$ cat src/rtl/mine_placer.sv
`default_nettype none
// ============================================================================
//  Module      : mine_placer
//  Description : Generates a random 8x8 minesweeper mine map. A 6-bit LFSR
//                chooses candidate cells. If the chosen cell already holds a
//                mine, the probe moves to the next cell instead, so the run
//                always finishes.
//  Ports       : clk          - rising-edge clock
//                rst          - synchronous active-high reset
//                start        - request a new map; honoured only while idle
//                bomb_count   - number of mines to place (0..63)
//                mine_map     - bit i = mine in cell i (row i/8, col i%8)
//                placed_count - mines placed so far in the current map
//                busy         - high from the cycle after an accepted start
//                               through the done cycle
//                done         - one-cycle pulse when the map is complete
//  Revision    : 1.0 - initial release
// ============================================================================
module mine_placer #(
    parameter logic [5:0] SEED  = 6'h01,
    parameter int         CELLS = 64      // fixed 8x8 board; only 64 supported
) (
    input  logic             clk,
    input  logic             rst,
    input  logic             start,
    input  logic [5:0]       bomb_count,
    output logic [CELLS-1:0] mine_map,
    output logic [5:0]       placed_count,
    output logic             busy,
    output logic             done
);

    // An all-zero LFSR would lock up, so a zero seed is replaced by 1.
    localparam logic [5:0] c_seed = (SEED == 6'h00) ? 6'h01 : SEED;

    localparam logic [1:0] S_IDLE  = 2'd0;
    localparam logic [1:0] S_PROBE = 2'd1;
    localparam logic [1:0] S_DONE  = 2'd2;

    logic [1:0]       r_state;
    logic [5:0]       r_lfsr;
    logic [5:0]       r_idx;
    logic [5:0]       r_target;
    logic [CELLS-1:0] r_map;
    logic [5:0]       r_count;

    logic [1:0]       w_state_nxt;
    logic [5:0]       w_lfsr_nxt;
    logic [5:0]       w_idx_nxt;
    logic [5:0]       w_target_nxt;
    logic [CELLS-1:0] w_map_nxt;
    logic [5:0]       w_count_nxt;

    // x^6 + x^5 + 1: maximal length, so every non-zero state is visited.
    assign w_lfsr_nxt = {r_lfsr[4:0], r_lfsr[5] ^ r_lfsr[4]};

    always_comb begin
        w_state_nxt  = r_state;
        w_idx_nxt    = r_idx;
        w_target_nxt = r_target;
        w_map_nxt    = r_map;
        w_count_nxt  = r_count;
        case (r_state)
            S_IDLE: begin
                if (start) begin
                    w_target_nxt = bomb_count;
                    w_map_nxt    = '0;
                    w_count_nxt  = 6'd0;
                    w_idx_nxt    = r_lfsr;
                    w_state_nxt  = (bomb_count == 6'd0) ? S_DONE : S_PROBE;
                end
            end
            S_PROBE: begin
                if (!r_map[r_idx]) begin
                    w_map_nxt[r_idx] = 1'b1;
                    w_count_nxt      = r_count + 6'd1;
                    w_idx_nxt        = r_lfsr;
                    if (w_count_nxt == r_target) begin
                        w_state_nxt = S_DONE;
                    end
                end else begin
                    // Collision: walk to the next cell. The 6-bit add wraps
                    // 63 to 0, and the target is at most 63, so a free cell
                    // is always reached within 64 steps.
                    w_idx_nxt = r_idx + 6'd1;
                end
            end
            S_DONE: begin
                w_state_nxt = S_IDLE;
            end
            default: begin
                w_state_nxt = S_IDLE;
            end
        endcase
    end

    always_ff @(posedge clk) begin
        if (rst) begin
            r_state  <= S_IDLE;
            r_lfsr   <= c_seed;
            r_idx    <= 6'd0;
            r_target <= 6'd0;
            r_map    <= '0;
            r_count  <= 6'd0;
        end else begin
            r_state  <= w_state_nxt;
            r_lfsr   <= w_lfsr_nxt;
            r_idx    <= w_idx_nxt;
            r_target <= w_target_nxt;
            r_map    <= w_map_nxt;
            r_count  <= w_count_nxt;
        end
    end

    assign mine_map     = r_map;
    assign placed_count = r_count;
    assign busy         = (r_state != S_IDLE);
    assign done         = (r_state == S_DONE);

endmodule
`default_nettype wire

$ cat config.mk
export PLATFORM = sky130hd
export DESIGN_NAME = mine_placer
export DESIGN_NICKNAME = d
export VERILOG_FILES = /design/src/rtl/mine_placer.sv
export SDC_FILE = /design/constraint.sdc
export NUM_CORES = 1
export LEC_CHECK = 0
export CAP_MARGIN = 20
export CORE_ASPECT_RATIO = 0.9
export CORE_UTILIZATION = 52
export DETAILED_ROUTE_END_ITERATION = 16
export GPL_TIMING_DRIVEN = 0
export PLACE_DENSITY_LB_ADDON = 0.08
export SLEW_MARGIN = 10
export SYNTH_ARGS = -nofsm -noshare
export SYNTH_HDL_FRONTEND = slang
export SYNTH_SLANG_ARGS = --single-unit
$ cat constraint.sdc
create_clock -name clk -period 2.5 [get_ports clk]
set_input_delay 0.75 -clock clk [delete_from_list [all_inputs] [get_ports clk]]
set_output_delay 0.75 -clock clk [all_outputs]
set_load 0.005 [all_outputs]
# After elaboration in Yosys (flattened, before gate mapping)
# Index checks and enable logic that the tools add are counted.
# totals
regBits	90
# classes
magnitude_cmp	2
n_reduce_logical	9
n_addsub	2
eq_ne	6
mux	18
n_bitwise	2
# ops
cell	count
64-bit 2-to-1 mux	2
64-bit one-hot mux with 2 select lines	1
64-bit bitwise OR	1
6-bit 2-to-1 mux	4
6-bit one-hot mux with 2 select lines	2
6-bit by 1-bit adder with 6-bit output (second input constant)	2
2-bit 2-to-1 mux	4
6-bit by 7-bit less-than comparator with 1-bit output (second input constant)	1
1-bit binary-select mux with 6-bit select	1
1-bit demux with 6-bit select	1
6-bit == test	1
6-bit by 1-bit greater-or-equal comparator with 1-bit output (second input constant)	1
6-bit zero test	1
2-bit != test (second input constant)	3
3-bit AND reduction	2
2-bit one-hot mux with 2 select lines	1
2-bit AND reduction	2
2-bit nonzero test	2
2-bit by 1-bit == test with 1-bit output (second input constant)	1
2-bit == test (second input constant)	1
2-bit zero test	1
1-bit 2-to-1 mux	2
1-bit logical AND	1
1-bit bitwise XOR	1

# Depth between registers and ports, before layout
# logic_depth
depth_word	7
depth_mapped	13
depth_no_buf	8

# Worst setup path after synthesis
# Ideal clock, no wire load.
# synth_timing
path_kind	register to register
from	register r_idx[2]
to	register r_map[52], in the netlist mine_map[52]
path_stages_with_launch	14
path_slack_ns	0.212
arrival_ns	2.160
path_buffers	5
period_less_slack_ns	2.288
setup_time_ns	0.128
cell_sequence	dfxtp_1 -> buf_6 -> buf_8 -> nand2_1 -> mux4_2 -> a31oi_1 -> a21oi_1 -> and4bb_1 -> buf_6 -> and2_4 -> buf_8 -> buf_6 -> a31oi_1 -> nor2_1
# synth_via
elab_chain_len	7
elab_cells_between_ends	12
classes_between	order compare (2); eq/ne (1); mux (6); bitwise (1); reduce/logical (2)
# synth_rtl
element	line	source
from (decl)	42	logic [5:0] r_idx;
from (signal assigned)	108	r_idx <= w_idx_nxt;
6-bit by 7-bit less-than comparator with 1-bit output (implied by the code) or 6-bit by 1-bit greater-or-equal comparator with 1-bit output (tied branches)	75	w_map_nxt[r_idx] = 1'b1;
1-bit logical AND (implied by the code)	75	
1-bit 2-to-1 mux (implied by the code)	75	
1-bit demux with 6-bit select	75	
64-bit bitwise OR (no source line)	-	
64-bit 2-to-1 mux	74	if (!r_map[r_idx]) begin
64-bit one-hot mux with 2 select lines	63	case (r_state)
to (signal assigned)	110	r_map <= w_map_nxt;
to (decl)	44	logic [CELLS-1:0] r_map;
# Parallel ways exist; a longest one is shown, timed or not. The select of a mux whose other input is x is not followed.
# A chain may end at the register's enable or synchronous reset.

# Final worst setup path
# layout_timing
from	register r_idx[2]
to	register r_map[37], in the netlist mine_map[37]
# Same word-level chain as after synthesis.

==> flow_summary_export.csv <==
group,metric,value,unit
layout,stdcell_area,0.00568,mm^2
sta,setup_viol,74,
yosys,synth_cell_types,54,
cts,cts_root_buffer,"clkbuf_8",
floorplanning,fp-row-count,30,
yosys,synthTopCellsByCount,"90 x dfxtp_1, 59 x nand2_1, 36 x nor2_1",
min_path,min_path_type,"reg -> reg",
critical_path,max_stage_delay,0.45,ns
floorplanning,die_area,0.00823,mm^2
yosys,synth_edf_count,0,
min_path,holdCritStartpoint,"mine_map[1]",
critical_path,critPathSlowestCell,"dfxtp_4",
drt,drt_pre_antenna_iters,5,
sta,finalCriticalPeriod,2.71,ns
critical_path,cpMostUsedCell,"buf_12",
cts,insertion_delay,0.36,ns
sta,worstMarginPinSlew,0.762,ns
sta,finalCritPeriodShare,109,%
yosys,synth_top_area_share,44.0,%
critical_path,arrival,3.00,ns
yosys,async_flop_share,0,%
power_and_ir_drop,power_frac_seq,46.8,%
global_routing,grt_pass1_vias,3755,
drt,drt_wl_total,12.8,mm
power_and_ir_drop,p_leak,1.98,nW
sta,skew,0.00774,ns
critical_path,worstSetupPathType,"reg -> reg",
sta,finalHoldWorstSlack,0.466,ns
placement,postPlaceCellArea,0.00501,mm^2
min_path,hold_path_end,"mine_map[1]",
yosys,synth_area_leader_cell,"dfxtp_1",
drt,drt_iter0_drc,424,
yosys,synth_seq_cells,90,
yosys,synth_most_common_cell,"dfxtp_1",
cts,htree_levels,3,
yosys,netlist_top_cells_area,"dfxtp_1 44%, nand2_1 5.4%, mux2i_1 4.4%",
floorplanning,initial_utilization,54.0,%
global_routing,grt_pass1_wl,19.4,mm
power_and_ir_drop,ir_drop,0.000463,V
placement,hpwl,8.77,mm
layout,fin_cells,665,
yosys,syn_area,0.00409,mm^2
yosys,syn_avg_cell_area,8.99,um^2
sta,hold_viol,0,
sta,rsz0062_at_grt,"true",
critical_path,worst-path-buf-inv,6,
layout,final_util,74.9,%
drt,vias,4048,
power_and_ir_drop,switching_share,30.6,%
cts,holdBufCountCts,0,
layout,nFillCells,547,
global_routing,grtUsageTotal,31.5,%
drt,drc_errors,0,
critical_path,cp.required,2.79,ns
floorplanning,fp.dieH,86.2,um
critical_path,crit_path_end_kind,"register",
global_routing,grt_max_degree,15,
power_and_ir_drop,p_sw,0.994,mW
critical_path,path_delay_family,"buffers and inverters",
cts,clock_path_buffers,2,
sta,slew_violations,0,
cts,cts_tree,"yes",
drt,wl_per_cell,19.3,um
yosys,ys_seq_area_share,44.0,%
power_and_ir_drop,clkPwrFrac,30.3,%
power_and_ir_drop,combPwrFrac,22.9,%
cts,clock_sinks,90,
status,violations,"setup timing",
cts,path_clk_slew,0.09,ns
drt,vias_per_cell,6.09,
floorplanning,pin_count,81,
placement,placed_cells,631,
critical_path,rr_worst_depth,13,
yosys,ys.flop_type,"dfxtp_1",
sta,slew_headroom,49.2,%
critical_path,reg2reg_slack,-0.21,ns
cts,cts_made_buffers,9,
floorplanning,die_w,95.5,um
critical_path,crit_chain,"buf_12, buf_8, buf_12, buf_12, mux2i_1, o22ai_1, o21ai_1, and4bb_1, buf_6, and2_4, buf_12, nand4_4, o21ai_2",
placement,portBuffers,80,
power_and_ir_drop,power.density,571,mW/mm^2
power_and_ir_drop,internal_power,2.25,mW
critical_path,cp_max_fo,8,
sta,tns,-8.78,ns
global_routing,grt_overflow_total,0,
floorplanning,coreArea,0.00758,mm^2
yosys,syn-num-nets,466,
global_routing,antenna_found_initial,0,
layout,nets,575,
yosys,syn_inst,455,
layout,drive_gt1_share,20.2,%
critical_path,r2r-end,"mine_map[37]",
status,outcome,"finished with violations",
critical_path,r2r_start,"r_idx[2]",
critical_path,setup.worst_path.start_class,"register",
yosys,ys_warn_count,0,
layout,diodes,0,
drt,ant_nets,0,
layout,areaGrowthSynthToFinish,38.8,%
flow_run,drv_cap,0,
min_path,min_path_cells,2,
placement,gp_congestion,0.887,
sta,max_freq,369,MHz
sta,worst_slack,-0.213,ns
-- what timing repair did --
action,in CTS,in global routing
pin swaps,28,29
setup endpoints to repair,74,76
buffers inserted,16,4
cloned,0,1
gates resized for setup,42,41
-- per-layer routing --
layer	vias up	share of wire, %	global-route usage (%)
met2	223	47	48.0
li1	1852	-	-
met4	0	1.5	11.3
met1	1952	42	44.4
met3	21	10	6.03
met5	-	0	0
-- worst register-to-register path, cell delays in order (launching register included) --
cell	delay, ns
dfxtp_4	0.45
buf_12	0.13
buf_8	0.12
buf_12	0.12
buf_12	0.10
mux2i_1	0.21
o22ai_1	0.12
o21ai_1	0.19
and4bb_1	0.26
buf_6	0.16
and2_4	0.16
buf_12	0.14
nand4_4	0.23
o21ai_2	0.24
-- per-stage QoR --
step           power [mW]  worst slack (ns)
6_report             3.25            -0.213
5_1_grt              3.34            -0.244
4_1_cts              3.15            -0.105
3_5_place_dp         2.10            -0.564
3_3_place_gp         2.09            -0.522
2_1_floorplan        1.92             0.212
-- power groups by stage --
| stage | sequential [mW] | combinational (mW) | clock [mW] |
|---|---|---|---|
| detailed placement | 1.53 | 0.568 | 0 |
| global placement | 1.53 | 0.563 | 0 |
| CTS | 1.50 | 0.673 | 0.975 |
| finish | 1.52 | 0.744 | 0.984 |
| global route | 1.52 | 0.781 | 1.04 |
| floorplan | 1.52 | 0.402 | 0 |
-- how the worst max path moves through the flow --
stage                      endpoint  cells past startpoint      from
finish                 mine_map[37]                     13  r_idx[2]
global route        placed_count[5]                     12  r_idx[2]
CTS                    mine_map[29]                     13  r_idx[2]
detailed placement     mine_map[15]                      7     start
global placement       mine_map[11]                      7     start
floorplan              mine_map[52]                     13  r_idx[2]
-- cell families (layout without fill, tap and decap cells) --
logic type | count (synthesis) | in the layout | share of synthesized area, %
AND/OR/NAND/NOR | 171 | 171 | 22.1
multiplexers | 23 | 23 | 6.60
adder cells (fa/ha/maj) | 2 | 2 | 0.611
flip-flops | 90 | 90 | 44.0
AO/OA/AOI/OAI | 117 | 117 | 18.3
buffers and inverters | 38 | 152 | 5.44
XOR/XNOR | 14 | 14 | 3.00
-- layout make-up --
type | count | area (um^2) | area share (%)
Buffer | 30 | 248 | 4.36
Clock buffer | 12 | 135 | 2.38
Clock inverter | 4 | 52.6 | 0.925
Inverter | 5 | 18.8 | 0.330
Multi-Input combinational cell | 327 | 2250 | 39.7
Sequential cell | 90 | 1810 | 31.9
Tap cell | 96 | 120 | 2.11
Timing Repair Buffer | 101 | 1040 | 18.4
-- cells in the final DEF (no fill, tap or decap), types with 4 or more instances in the layout --
master,instances
nand2b_1,7
nor4_2,5
nand3_1,10
o21a_1,13
o21ai_2,14
clkbuf_8,9
o22ai_1,8
nor3_1,9
a221oi_1,4
buf_6,10
xnor2_1,7
buf_4,12
buf_8,4
nor2b_1,11
nand4_4,4
o21ai_1,23
buf_12,6
clkbuf_1,9
clkdlybuf4s50_1,80
xor2_1,7
mux2i_1,15
dfxtp_1,87
and2_1,5
clkbuf_2,6
nor2_1,34
nand2_1,56
a21oi_1,15
a22o_1,6
nor4_1,4
a31oi_1,12
-- sequential cells by signal, indices dropped and copies added (netlist names) --
signal	count
r_lfsr	6
r_target	6
placed_count	6
r_idx	6
r_state	2
mine_map	64
(Power assumes the default switching activity.)
